--- src/rtl/agc_gain_loop_if.sv ---
// Sample, level and power bus between agc_gain_loop and its neighbours.
// With AGC_FREEZE_EN defined the bus also carries the freeze input.
interface agc_gain_loop_if #(
  parameter int DWIDTH = 16,
  parameter int GWIDTH = 18,
  parameter int PWIDTH = 27,
  parameter int LWIDTH = 48
);
  logic                     in_valid;
  logic signed [DWIDTH-1:0] in_data;
  logic        [LWIDTH-1:0] level_in;
  logic                     out_valid;
  logic signed [DWIDTH-1:0] out_data;
  logic                     ema_valid;
  logic        [PWIDTH-1:0] ema_d;
  logic        [GWIDTH-1:0] gain;
  logic                     locked;
`ifdef AGC_FREEZE_EN
  logic                     freeze;

  modport master (
    output in_valid, in_data, level_in, freeze,
    input  out_valid, out_data, ema_valid, ema_d, gain, locked
  );
  modport slave (
    input  in_valid, in_data, level_in, freeze,
    output out_valid, out_data, ema_valid, ema_d, gain, locked
  );
`else
  modport master (
    output in_valid, in_data, level_in,
    input  out_valid, out_data, ema_valid, ema_d, gain, locked
  );
  modport slave (
    input  in_valid, in_data, level_in,
    output out_valid, out_data, ema_valid, ema_d, gain, locked
  );
`endif
endinterface

--- src/rtl/agc_gain_loop.sv ---
// Closed-loop AGC gain stage: gains the sample stream, feeds output power to the EMA and
// steps the gain from the returned level. AGC_FREEZE_EN adds a freeze input holding gain/locked.
module agc_gain_loop #(
  parameter int                DWIDTH        = 16,
  parameter int                GWIDTH        = 18,
  parameter int                GFRAC         = 14,
  parameter int                PWIDTH        = 27,
  parameter int                LWIDTH        = 48,
  parameter logic [LWIDTH-1:0] TARGET        = LWIDTH'(64'd1073741824),
  parameter logic [LWIDTH-1:0] HYST          = LWIDTH'(64'd67108864),
  parameter int                UPDATE_PERIOD = 64,
  parameter int                EMA_LAT       = 4,
  parameter int                STEP_SHIFT    = 4,
  parameter logic [GWIDTH-1:0] GAIN_MIN      = GWIDTH'(32'd256),
  parameter logic [GWIDTH-1:0] GAIN_MAX      = GWIDTH'(32'd262143),
  parameter logic [GWIDTH-1:0] GAIN_INIT     = GWIDTH'(32'd16384)
) (
  input  logic          clk,
  input  logic          rst,
  agc_gain_loop_if.slave bus
);
  localparam int PRODW = DWIDTH + GWIDTH + 1;
  localparam int CW    = $clog2(UPDATE_PERIOD + 1);
  localparam int WW    = $clog2(EMA_LAT + 2);
  localparam logic signed [PRODW-1:0] RND    = {{(PRODW-1){1'b0}}, 1'b1} << (GFRAC - 1);
  localparam logic signed [PRODW-1:0] SAT_HI = {{(PRODW-DWIDTH+1){1'b0}}, {(DWIDTH-1){1'b1}}};
  localparam logic signed [PRODW-1:0] SAT_LO = {{(PRODW-DWIDTH+1){1'b1}}, {(DWIDTH-1){1'b0}}};
  // One extra bit so the window edges cannot wrap
  localparam logic [LWIDTH:0] LEVEL_HI = {1'b0, TARGET} + {1'b0, HYST};
  localparam logic [LWIDTH:0] LEVEL_LO = {1'b0, TARGET} - {1'b0, HYST};

  typedef enum logic [1:0] {ST_COUNT = 2'd0, ST_WAIT = 2'd1, ST_ADJUST = 2'd2} state_t;

  state_t                     state, state_nx;
  logic        [CW-1:0]       cnt, cnt_nx, cnt_inc;
  logic        [WW-1:0]       wait_cnt, wait_nx;
  logic        [GWIDTH-1:0]   cur_gain, gain_nx;
  logic                       cur_locked, locked_nx;
  logic                       s1_valid, s2_valid, s3_valid;
  logic signed [DWIDTH-1:0]   s1_data, s2_data, sat_data;
  logic        [GWIDTH-1:0]   s1_gain;
  logic        [PWIDTH-1:0]   s3_power;
  logic signed [PRODW-1:0]    prod, rounded;
  logic signed [2*DWIDTH-1:0] sq;
  logic        [GWIDTH:0]     gain_ext, step, raise_sum, raised, lowered;
  logic        [LWIDTH:0]     level;
  logic                       frozen;

`ifdef AGC_FREEZE_EN
  assign frozen = bus.freeze;
`else
  assign frozen = 1'b0;
`endif

  assign bus.out_valid = s2_valid;
  assign bus.out_data  = s2_data;
  assign bus.ema_valid = s3_valid;
  assign bus.ema_d     = s3_power;
  assign bus.gain      = cur_gain;
  assign bus.locked    = cur_locked;

  // Gain multiply, round half up, saturate to the sample range; square for the power word
  always_comb begin
    prod    = PRODW'(s1_data) * PRODW'($signed({1'b0, s1_gain}));
    rounded = (prod + RND) >>> GFRAC;
    if (rounded > SAT_HI) begin
      sat_data = SAT_HI[DWIDTH-1:0];
    end else if (rounded < SAT_LO) begin
      sat_data = SAT_LO[DWIDTH-1:0];
    end else begin
      sat_data = rounded[DWIDTH-1:0];
    end
    sq = (2*DWIDTH)'(s2_data) * (2*DWIDTH)'(s2_data);
  end

  // Sample pipeline: stage 1 latches sample and the gain in force, stage 2 gains, stage 3 squares
  always_ff @(posedge clk or posedge rst) begin
    if (rst) begin
      s1_valid <= 1'b0;
      s1_data  <= '0;
      s1_gain  <= '0;
      s2_valid <= 1'b0;
      s2_data  <= '0;
      s3_valid <= 1'b0;
      s3_power <= '0;
    end else begin
      s1_valid <= bus.in_valid;
      s1_data  <= bus.in_data;
      s1_gain  <= cur_gain;
      s2_valid <= s1_valid;
      if (s1_valid) s2_data <= sat_data;
      s3_valid <= s2_valid;
      if (s2_valid) s3_power <= sq[2*DWIDTH-1 -: PWIDTH];
    end
  end

  // Candidate gains one step up and one step down, each clamped to its limit
  always_comb begin
    gain_ext = {1'b0, cur_gain};
    level    = {1'b0, bus.level_in};
    if ((cur_gain >> STEP_SHIFT) == '0) begin
      step = {{GWIDTH{1'b0}}, 1'b1};
    end else begin
      step = {1'b0, cur_gain >> STEP_SHIFT};
    end
    raise_sum = gain_ext + step;
    if (raise_sum > {1'b0, GAIN_MAX}) begin
      raised = {1'b0, GAIN_MAX};
    end else begin
      raised = raise_sum;
    end
    if (gain_ext < ({1'b0, GAIN_MIN} + step)) begin
      lowered = {1'b0, GAIN_MIN};
    end else begin
      lowered = gain_ext - step;
    end
  end

  // Update FSM: count outputs, let the EMA settle, then compare and step once
  always_comb begin
    state_nx  = state;
    wait_nx   = wait_cnt;
    gain_nx   = cur_gain;
    locked_nx = cur_locked;
    cnt_inc   = s2_valid ? cnt + CW'(1'b1) : cnt;
    cnt_nx    = cnt_inc;
    case (state)
      ST_COUNT: begin
        if (s2_valid && (cnt >= CW'(UPDATE_PERIOD - 1))) begin
          state_nx = ST_WAIT;
          cnt_nx   = '0;
          wait_nx  = WW'(EMA_LAT);
        end else begin
          state_nx = ST_COUNT;
        end
      end
      ST_WAIT: begin
        if (wait_cnt <= WW'(1'b1)) begin
          state_nx = ST_ADJUST;
          wait_nx  = '0;
        end else begin
          wait_nx  = wait_cnt - WW'(1'b1);
        end
      end
      ST_ADJUST: begin
        state_nx = ST_COUNT;
        if (frozen) begin
          gain_nx   = cur_gain;
          locked_nx = cur_locked;
        end else if (level > LEVEL_HI) begin
          gain_nx   = lowered[GWIDTH-1:0];
          locked_nx = 1'b0;
        end else if (level < LEVEL_LO) begin
          gain_nx   = raised[GWIDTH-1:0];
          locked_nx = 1'b0;
        end else begin
          gain_nx   = cur_gain;
          locked_nx = 1'b1;
        end
      end
      default: begin
        state_nx = ST_COUNT;
        cnt_nx   = '0;
        wait_nx  = '0;
      end
    endcase
  end

  // FSM, counters and gain registers
  always_ff @(posedge clk or posedge rst) begin
    if (rst) begin
      state      <= ST_COUNT;
      cnt        <= '0;
      wait_cnt   <= '0;
      cur_gain   <= GAIN_INIT;
      cur_locked <= 1'b0;
    end else begin
      state      <= state_nx;
      cnt        <= cnt_nx;
      wait_cnt   <= wait_nx;
      cur_gain   <= gain_nx;
      cur_locked <= locked_nx;
    end
  end
endmodule

--- src/flat_wrapper.sv ---
// flat-port wrapper written by rule: the top's interface ports become plain ports
module agc_gain_loop_flat 
#(
  parameter int                DWIDTH        = 16,
  parameter int                GWIDTH        = 18,
  parameter int                GFRAC         = 14,
  parameter int                PWIDTH        = 27,
  parameter int                LWIDTH        = 48,
  parameter logic [LWIDTH-1:0] TARGET        = LWIDTH'(64'd1073741824),
  parameter logic [LWIDTH-1:0] HYST          = LWIDTH'(64'd67108864),
  parameter int                UPDATE_PERIOD = 64,
  parameter int                EMA_LAT       = 4,
  parameter int                STEP_SHIFT    = 4,
  parameter logic [GWIDTH-1:0] GAIN_MIN      = GWIDTH'(32'd256),
  parameter logic [GWIDTH-1:0] GAIN_MAX      = GWIDTH'(32'd262143),
  parameter logic [GWIDTH-1:0] GAIN_INIT     = GWIDTH'(32'd16384)
)
  (clk, rst, bus_in_valid, bus_in_data, bus_level_in, bus_out_valid, bus_out_data, bus_ema_valid, bus_ema_d, bus_gain, bus_locked);
  agc_gain_loop_if #(.DWIDTH(DWIDTH), .GWIDTH(GWIDTH), .PWIDTH(PWIDTH), .LWIDTH(LWIDTH)) bus_i ();
  input  logic clk;
  input  logic rst;
  input wire logic [$bits(bus_i.in_valid)-1:0] bus_in_valid;
  input wire logic [$bits(bus_i.in_data)-1:0] bus_in_data;
  input wire logic [$bits(bus_i.level_in)-1:0] bus_level_in;
  output wire logic [$bits(bus_i.out_valid)-1:0] bus_out_valid;
  output wire logic [$bits(bus_i.out_data)-1:0] bus_out_data;
  output wire logic [$bits(bus_i.ema_valid)-1:0] bus_ema_valid;
  output wire logic [$bits(bus_i.ema_d)-1:0] bus_ema_d;
  output wire logic [$bits(bus_i.gain)-1:0] bus_gain;
  output wire logic [$bits(bus_i.locked)-1:0] bus_locked;
  assign bus_i.in_valid = bus_in_valid;
  assign bus_i.in_data = bus_in_data;
  assign bus_i.level_in = bus_level_in;
  assign bus_out_valid = bus_i.out_valid;
  assign bus_out_data = bus_i.out_data;
  assign bus_ema_valid = bus_i.ema_valid;
  assign bus_ema_d = bus_i.ema_d;
  assign bus_gain = bus_i.gain;
  assign bus_locked = bus_i.locked;
  agc_gain_loop #(.DWIDTH(DWIDTH), .GWIDTH(GWIDTH), .GFRAC(GFRAC), .PWIDTH(PWIDTH), .LWIDTH(LWIDTH), .TARGET(TARGET), .HYST(HYST), .UPDATE_PERIOD(UPDATE_PERIOD), .EMA_LAT(EMA_LAT), .STEP_SHIFT(STEP_SHIFT), .GAIN_MIN(GAIN_MIN), .GAIN_MAX(GAIN_MAX), .GAIN_INIT(GAIN_INIT)) u_core (.clk(clk), .rst(rst), .bus(bus_i));
endmodule
--- config.mk ---
export PLATFORM = sky130hd
export DESIGN_NAME = agc_gain_loop_flat
export DESIGN_NICKNAME = d
export VERILOG_FILES = /design/src/rtl/agc_gain_loop_if.sv /design/src/rtl/agc_gain_loop.sv /design/src/flat_wrapper.sv
export SDC_FILE = /design/constraint.sdc
export NUM_CORES = 2
export LEC_CHECK = 0
export ABC_AREA = 0
export BUFFER_PORTS_ARGS = -buffer_cell sky130_fd_sc_hd__buf_2
export CORE_AREA = 3 3 253 255
export CTS_CLUSTER_DIAMETER = 120
export CTS_CLUSTER_SIZE = 10
export DETAILED_ROUTE_END_ITERATION = 12
export DIE_AREA = 0 0 256 258
export HOLD_SLACK_MARGIN = 0.1
export SKIP_LAST_GASP = 1
export SLEW_MARGIN = 20
export SYNTH_ARGS = -nofsm -noshare
export SYNTH_HDL_FRONTEND = slang
export SYNTH_SLANG_ARGS = --single-unit
--- constraint.sdc ---
create_clock -name clk -period 6.7 [get_ports clk]
set_input_delay 1.005 -clock clk [delete_from_list [all_inputs] [get_ports clk]]
set_output_delay 1.005 -clock clk [all_outputs]
set_load 0.01 [all_outputs]
After elaboration in Yosys (flattened, before gate mapping)
Cells that the tools add are included.
{"block": "classes", "addsub": 6, "div_mod_pow": 0, "eq_ne": 4, "mux": 18, "magnitude_cmp": 8, "n_mul": 2, "n_reduce_logical": 7, "shifts": 0, "n_bitwise": 1}
{"operator": "two-way mux 18 bit", "n": 4}
{"operator": "> comparator 48 x 31 -> 1 bit, second input constant", "n": 1}
{"operator": "< comparator 48 x 30 -> 1 bit, second input constant", "n": 1}
{"operator": "adder 35 x 15 -> 35 bit, second input constant", "n": 1}
{"operator": "multiplier 16 x 19 -> 35 bit", "n": 1}
{"operator": "multiplier 16 x 16 -> 32 bit", "n": 1}
{"operator": "two-way mux 16 bit", "n": 2}
{"operator": "> comparator 21 x 16 -> 1 bit, second input constant", "n": 1}
{"operator": "< comparator 21 x 16 -> 1 bit, second input constant", "n": 1}
{"operator": "adder 18 x 14 -> 19 bit", "n": 1}
{"operator": "> comparator 19 x 18 -> 1 bit, second input constant", "n": 1}
{"operator": "< comparator 18 x 19 -> 1 bit", "n": 1}
{"operator": "zero test 18 bit", "n": 1}
{"operator": "subtractor 18 x 14 -> 18 bit", "n": 1}
{"operator": "adder 9 x 14 -> 15 bit, first input constant", "n": 1}
{"operator": "two-way mux 14 bit", "n": 1}
{"operator": "two-way mux 7 bit", "n": 2}
{"operator": "case mux 7 bit (2 select lines)", "n": 1}
{"operator": "case mux 3 bit (3 select lines)", "n": 1}
{"operator": "adder 7 x 1 -> 7 bit, second input constant", "n": 1}
{"operator": "greater-or-equal comparator 7 x 6 -> 1 bit, second input constant", "n": 1}
{"operator": "two-way mux 3 bit", "n": 2}
{"operator": "inequality test 2 x 1 -> 1 bit, second input constant", "n": 2}
{"operator": "case mux 2 bit (2 select lines)", "n": 1}
{"operator": "other kinds (12)", "n": 15}
{"block": "totals", "latchBits": 0, "wordCells": 58, "out_inout_bits": 64, "ff_bits": 111, "mem_bits_rw": 0, "rom_bits": 0, "mem_count": 0}

Longest topological paths before layout
{"block": "logic_depth", "word_depth": 7, "mapped_depth": 27}

Worst setup path after synthesis
No wires, ideal clock.
{"block": "synth_path", "kind": "flip-flop to flip-flop", "startpoint": "register u_core.s1_data[15]", "endpoint": "register u_core.s2_data[10] (netlist: u_core.bus.out_data[10])", "setup_slack_ns": 0.015, "arrival_ns": 6.542, "n_path_buf": 2, "synth_period_minus_slack_ns": 6.685, "setup_time_ns": 0.143, "required_time_ns": 6.557, "path_stages_with_launch": 23, "cell_sequence": "dfrtp_1 > inv_1 > clkbuf_1 > nor2_1 > fa_1 > fa_1 > fa_1 > fa_1 > fa_1 > inv_1 > fa_1 > inv_1 > ha_1 > a21o_1 > a221oi_1 > o21ai_1 > or3_1 > o221ai_1 > o41ai_1 > xor2_1 > buf_2 > o41ai_1 > o211ai_1"}
{"block": "synth_via", "elab_chain_cells": 5, "elab_cells_between_ends": 6}
{"item": "start, declared", "line": "agc_gain_loop.sv:40", "rtl": "logic signed [DWIDTH-1:0] s1_data, s2_data, sat_data;"}
{"item": "start signal, assigned", "line": "agc_gain_loop.sv:88", "rtl": "s1_data <= bus.in_data;"}
{"item": "multiplier 16 x 19 -> 35 bit (*)", "line": "agc_gain_loop.sv:64", "rtl": "prod = PRODW'(s1_data) * PRODW'($signed({1'b0, s1_gain}));"}
{"item": "adder 35 x 15 -> 35 bit (*)", "line": "agc_gain_loop.sv:65", "rtl": "rounded = (prod + RND) >>> GFRAC;"}
{"item": "< comparator 21 x 16 -> 1 bit", "line": "agc_gain_loop.sv:68", "rtl": "end else if (rounded < SAT_LO) begin"}
{"item": "two-way mux 16 bit", "line": "agc_gain_loop.sv:68"}
{"item": "two-way mux 16 bit (*)", "line": "agc_gain_loop.sv:66", "rtl": "if (rounded > SAT_HI) begin"}
{"item": "end signal, assigned", "line": "agc_gain_loop.sv:91", "rtl": "if (s1_valid) s2_data <= sat_data;"}
{"item": "end, declared", "line": "agc_gain_loop.sv:40"}
Every way passes the cells marked *; elsewhere a longest branch is shown, timed or not.
A chain may end at the register's enable or synchronous reset.

Worst setup path after layout
{"block": "layout_path", "startpoint": "register u_core.s1_data[6]", "endpoint": "register u_core.s2_data[5] (netlist: u_core.bus.out_data[5])"}
Same word-level chain as after synthesis.

==> tab_implementation.tex <==
\begin{tabular}{lr}
\hline
Metric & Value \\
\hline
\multicolumn{2}{l}{\textbf{Logic synthesis}} \\
Yosys synthesis warning count & 0 \\
Arithmetic-cell share of the synthesized area counting full adders, half adders and majority gates & 50.1\% \\
Multiplexer fraction of the synthesized cell area & 1.42\% \\
Largest family of logic cells by synthesized area & adder cells \\
Sequential cell area fraction in the yosys report & 11.3\% \\
Cell count after synthesis & 2,689 \\
Compound-Gate Fraction of Synth Area & 8.79\% \\
Synth unique cells & 79 \\
Synthesized area & 24,600 um\^{}2 \\
Synthesized flop and latch total & 111 \\
Simple-gate area share of the yosys netlist & 15.1\% \\
Mean post-synth cell area & 9.16 um\^{}2 \\
EDFF count, synth & 0 \\
Xor-xnor portion of the synthesized cell area & 2.24\% \\
Post-Synthesis Net Count & 3,466 \\
Ys flop type & sky130\_fd\_sc\_hd\_\_dfrtp\_1 \\
Post-synthesis async set-or-reset flop share & 100\% \\
\multicolumn{2}{l}{\textbf{GRT}} \\
Total GRT Usage & 19.0\% \\
Overflow left after global routing & 0 \\
Via count of the first global-routing pass & 20,500 \\
Pin count of the biggest net entering global routing & 57 \\
Wire length of the first global-routing pass & 103,000 um \\
Number of antenna violations at the first check in global routing & 2 \\
\multicolumn{2}{l}{\textbf{Layout}} \\
Nets & 3,682 \\
Layout Cell Area excl Fill & 28,200 um\^{}2 \\
Fraction of final layout cells with drive strength greater than 1 & 16.2\% \\
P\&R area growth vs syn & 14.7\% \\
Fill cells & 5,942 \\
Commonest non-fill, non-tap cells in the layout & 594 x sky130\_fd\_sc\_hd\_\_inv\_1, 455 x sky130\_fd\_sc\_hd\_\_fa\_1, 261 x sky130\_fd\_sc\_hd\_\_nand2\_1, 239 x sky130\_fd\_sc\_hd\_\_ha\_1, 180 x sky130\_fd\_sc\_hd\_\_and2\_1 \\
Most common library cell in the layout ignoring fill and taps & sky130\_fd\_sc\_hd\_\_inv\_1 \\
Count of placed standard cells in the final layout, fillers left out & 3,748 \\
\multicolumn{2}{l}{\textbf{STA}} \\
Final count of negative-setup-slack endpoints & 14 \\
Pins over their slew limit & 0 \\
Hold Violations, Final & 0 \\
Tightest Pin Transition & 0.840 ns \\
Worst clock skew & 0.0182 ns \\
Slew Limit Headroom & 44.0\% \\
Worst setup margin & -0.0651 ns \\
Unrepaired setup endpoints after global routing & yes \\
Portion of the clock cycle consumed by the worst path in the final layout & 101\% \\
Fmax & 0.148 GHz \\
Clock period minus final worst setup slack & 6.77 ns \\
\multicolumn{2}{l}{\textbf{Die}} \\
Area of the core region & 61,800 um\^{}2 \\
Die Footprint & 66,000 um\^{}2 \\
Initial core utilization & 39.8\% \\
IO Pins & 131 \\
Overall die width & 256 um \\
Number of cell rows & 91 \\
Die H & 258 um \\
\multicolumn{2}{l}{\textbf{Critical path}} \\
Delay-heaviest family, CP & adder cells \\
Start-to-end type of the worst setup path & reg -> reg \\
Signal arrival time at the worst endpoint & 7.02 ns \\
Master of the slowest instance on the critical path & sky130\_fd\_sc\_hd\_\_fa\_1 \\
Critical path's most frequent cell & sky130\_fd\_sc\_hd\_\_fa\_1 \\
Kind of end point of the critical path & flip-flop \\
Critical path data required time & 6.96 ns \\
Max FO, Critical Path & 8 \\
Critical path launch point type & flip-flop \\
Critical path, cell by cell & buf\_6 > and2\_1 > fa\_1 > inv\_2 > fa\_1 > fa\_1 > inv\_2 > fa\_1 > fa\_1 > inv\_2 > fa\_1 > inv\_2 > ha\_4 > a21boi\_4 > or3\_4 > or4\_4 > and2\_4 > o41ai\_4 > o22ai\_4 > buf\_12 > o41ai\_2 > o211ai\_1 \\
Buffer and inverter count on the worst path & 6 \\
Longest individual stage delay on the worst path & 0.57 ns \\
\multicolumn{2}{l}{\textbf{Outcome}} \\
Violations in the final reports & setup timing \\
Outcome & complete, but fails checks \\
\multicolumn{2}{l}{\textbf{Clocking}} \\
Clock Sinks & 111 \\
Clk slew on worst S/H paths & 0.10 ns \\
H-tree levels & 3 \\
Clock tree root driver cell & sky130\_fd\_sc\_hd\_\_clkbuf\_16 \\
TritonCTS clock tree & yes \\
Buffers from clock root to sink, at most & 2 \\
Inserted Clock Buffers & 9 \\
Latest clock arrival within the worst-skew pair & 0.41 ns \\
\multicolumn{2}{l}{\textbf{Routing}} \\
Number of vias after detailed routing & 18,900 \\
Vias per cell & 5.05 \\
Average wire per standard cell & 16.2 um \\
Iteration-0 DRC count of the detailed router & 1,014 \\
Drc violations & 0 \\
Overall routed net length & 60,900 um \\
Total iterations of the first detailed-routing run & 5 \\
Number of routed nets with antenna violations & 0 \\
\multicolumn{2}{l}{\textbf{Placed design}} \\
Final RePlAce weighted congestion & 0.889 \\
Count of input and output buffers & 130 \\
Cell area reported after detailed placement & 27,200 um\^{}2 \\
Placed Cells incl. Taps & 3,709 \\
Worst setup slack after placement & -0.579 ns \\
Post-detail-place hpwl & 50,900 um \\
\multicolumn{2}{l}{\textbf{Min path}} \\
Path category of the worst min-delay check & reg -> reg \\
\multicolumn{2}{l}{\textbf{Run}} \\
Number of maximum-capacitance violations & 0 \\
\hline
\end{tabular}
-- worst reg2reg max path: stages (launching register included) --
cell and delay (ns):
sky130_fd_sc_hd__dfrtp_2 0.45, sky130_fd_sc_hd__buf_6 0.13, sky130_fd_sc_hd__and2_1 0.16, sky130_fd_sc_hd__fa_1 0.51, sky130_fd_sc_hd__inv_2 0.05, sky130_fd_sc_hd__fa_1 0.48
sky130_fd_sc_hd__fa_1 0.57, sky130_fd_sc_hd__inv_2 0.04, sky130_fd_sc_hd__fa_1 0.49, sky130_fd_sc_hd__fa_1 0.51, sky130_fd_sc_hd__inv_2 0.04, sky130_fd_sc_hd__fa_1 0.51
sky130_fd_sc_hd__inv_2 0.05, sky130_fd_sc_hd__ha_4 0.21, sky130_fd_sc_hd__a21boi_4 0.14, sky130_fd_sc_hd__or3_4 0.40, sky130_fd_sc_hd__or4_4 0.55, sky130_fd_sc_hd__and2_4 0.17
sky130_fd_sc_hd__o41ai_4 0.38, sky130_fd_sc_hd__o22ai_4 0.16, sky130_fd_sc_hd__buf_12 0.17, sky130_fd_sc_hd__o41ai_2 0.32, sky130_fd_sc_hd__o211ai_1 0.14
-- area by class of cell --
class	count	area (um^2)	share of cell area, %
inverter	602	2260	8.01
tap	837	1050	3.71
clock inverter	5	48.8	0.173
clock buffer	11	243	0.859
timing repair buffer	315	2190	7.77
multi-input combinational	1866	19600	69.6
antenna	1	2.50	0.00886
sequential	111	2800	9.92
-- timing repair --
action                                  4_1_cts  5_1_grt
hold buffers                                  0        0
endpoints found under the setup margin       15       24
pin swaps                                    39       33
cloned                                        3        2
gates resized for setup                      54       47
buffers inserted                             14        4
-- path summary, 6_finish.rpt --
kind,start,slack [ns],cells after the start,endpoint
hold reg to reg,u_core.bus.ema_d[5]$_DFFE_PP0P_,0.48,2,u_core.bus.ema_d[5]$_DFFE_PP0P_
setup reg to reg,u_core.s1_data[6]$_DFF_PP0_,-0.07,22,u_core.bus.out_data[5]$_DFFE_PP0P_
hold / removal,u_core.bus.ema_d[5]$_DFFE_PP0P_,0.48,2,u_core.bus.ema_d[5]$_DFFE_PP0P_
setup / recovery,u_core.s1_data[6]$_DFF_PP0_,-0.07,22,u_core.bus.out_data[5]$_DFFE_PP0P_
max in group asynchronous,rst,4.61,3,u_core.bus.out_valid$_DFF_PP0_
min in group asynchronous,rst,0.72,2,u_core.bus.locked$_DFFE_PP0N_
-- cell families (layout without fill, tap and decap cells) --
kind of cell / after synthesis / after routing
AOI/OAI and AO/OA: 300 / 300
xor gates and xnor gates: 63 / 66
adders and majority gates: 710 / 710
buffers and inverters: 715 / 933
DFF: 111 / 111
muxes: 32 / 32
other: 0 / 1
and+or+nand+nor: 758 / 758
-- routing by layer --
layer	track usage [%]	wire length (um)
met1	25.9	27000
met2	32.1	29800
met3	2.64	3020
met4	5.08	1060
met5	0	0
-- flip-flops by register name (all words and copies together), names as in the netlist --
name / count
u_core.bus.out_data: 16
u_core.s1_data: 16
u_core.bus.ema_valid: 1
u_core.wait_cnt: 3
u_core.cnt: 7
u_core.s1_gain: 18
u_core.bus.locked: 1
u_core.bus.gain: 18
u_core.bus.ema_d: 27
u_core.bus.out_valid: 1
u_core.s1_valid: 1
u_core.state: 2
-- metrics by stage --
step / hold slack, ns / setup TNS (ns) / util, %
2_1_floorplan: 0.352 / 0 / -
3_3_place_gp: 0.460 / -5.96 / 44.0
3_5_place_dp: 0.464 / -7.67 / 44.0
4_1_cts: 0.487 / -0.159 / 45.2
5_1_grt: 0.505 / -4.31 / 45.7
6_report: 0.484 / -0.421 / 45.7
-- cells in the mapped netlist, drive strengths merged (18+ instances only) --
library cell	count	share of area, %
a21oi	81	1.6
nor2	128	2.0
o21ai	32	0.67
nand4	28	0.71
fa	462	38
nor2b	19	0.48
nor3	27	0.57
clkbuf	101	1.5
nand3	21	0.43
a21o	19	0.58
dfrtp	110	11
o41ai	18	0.96
nand2	263	4.0
nand2b	21	0.53
xor2	18	0.64
ha	248	13
or3	23	0.58
mux2	23	1.1
xnor2	45	1.6
inv	602	9.2
o211ai	20	0.61
and2	186	4.7
Power is not shown: default switching activity piles up to over one toggle a cycle in this logic, so the estimate is an artifact.
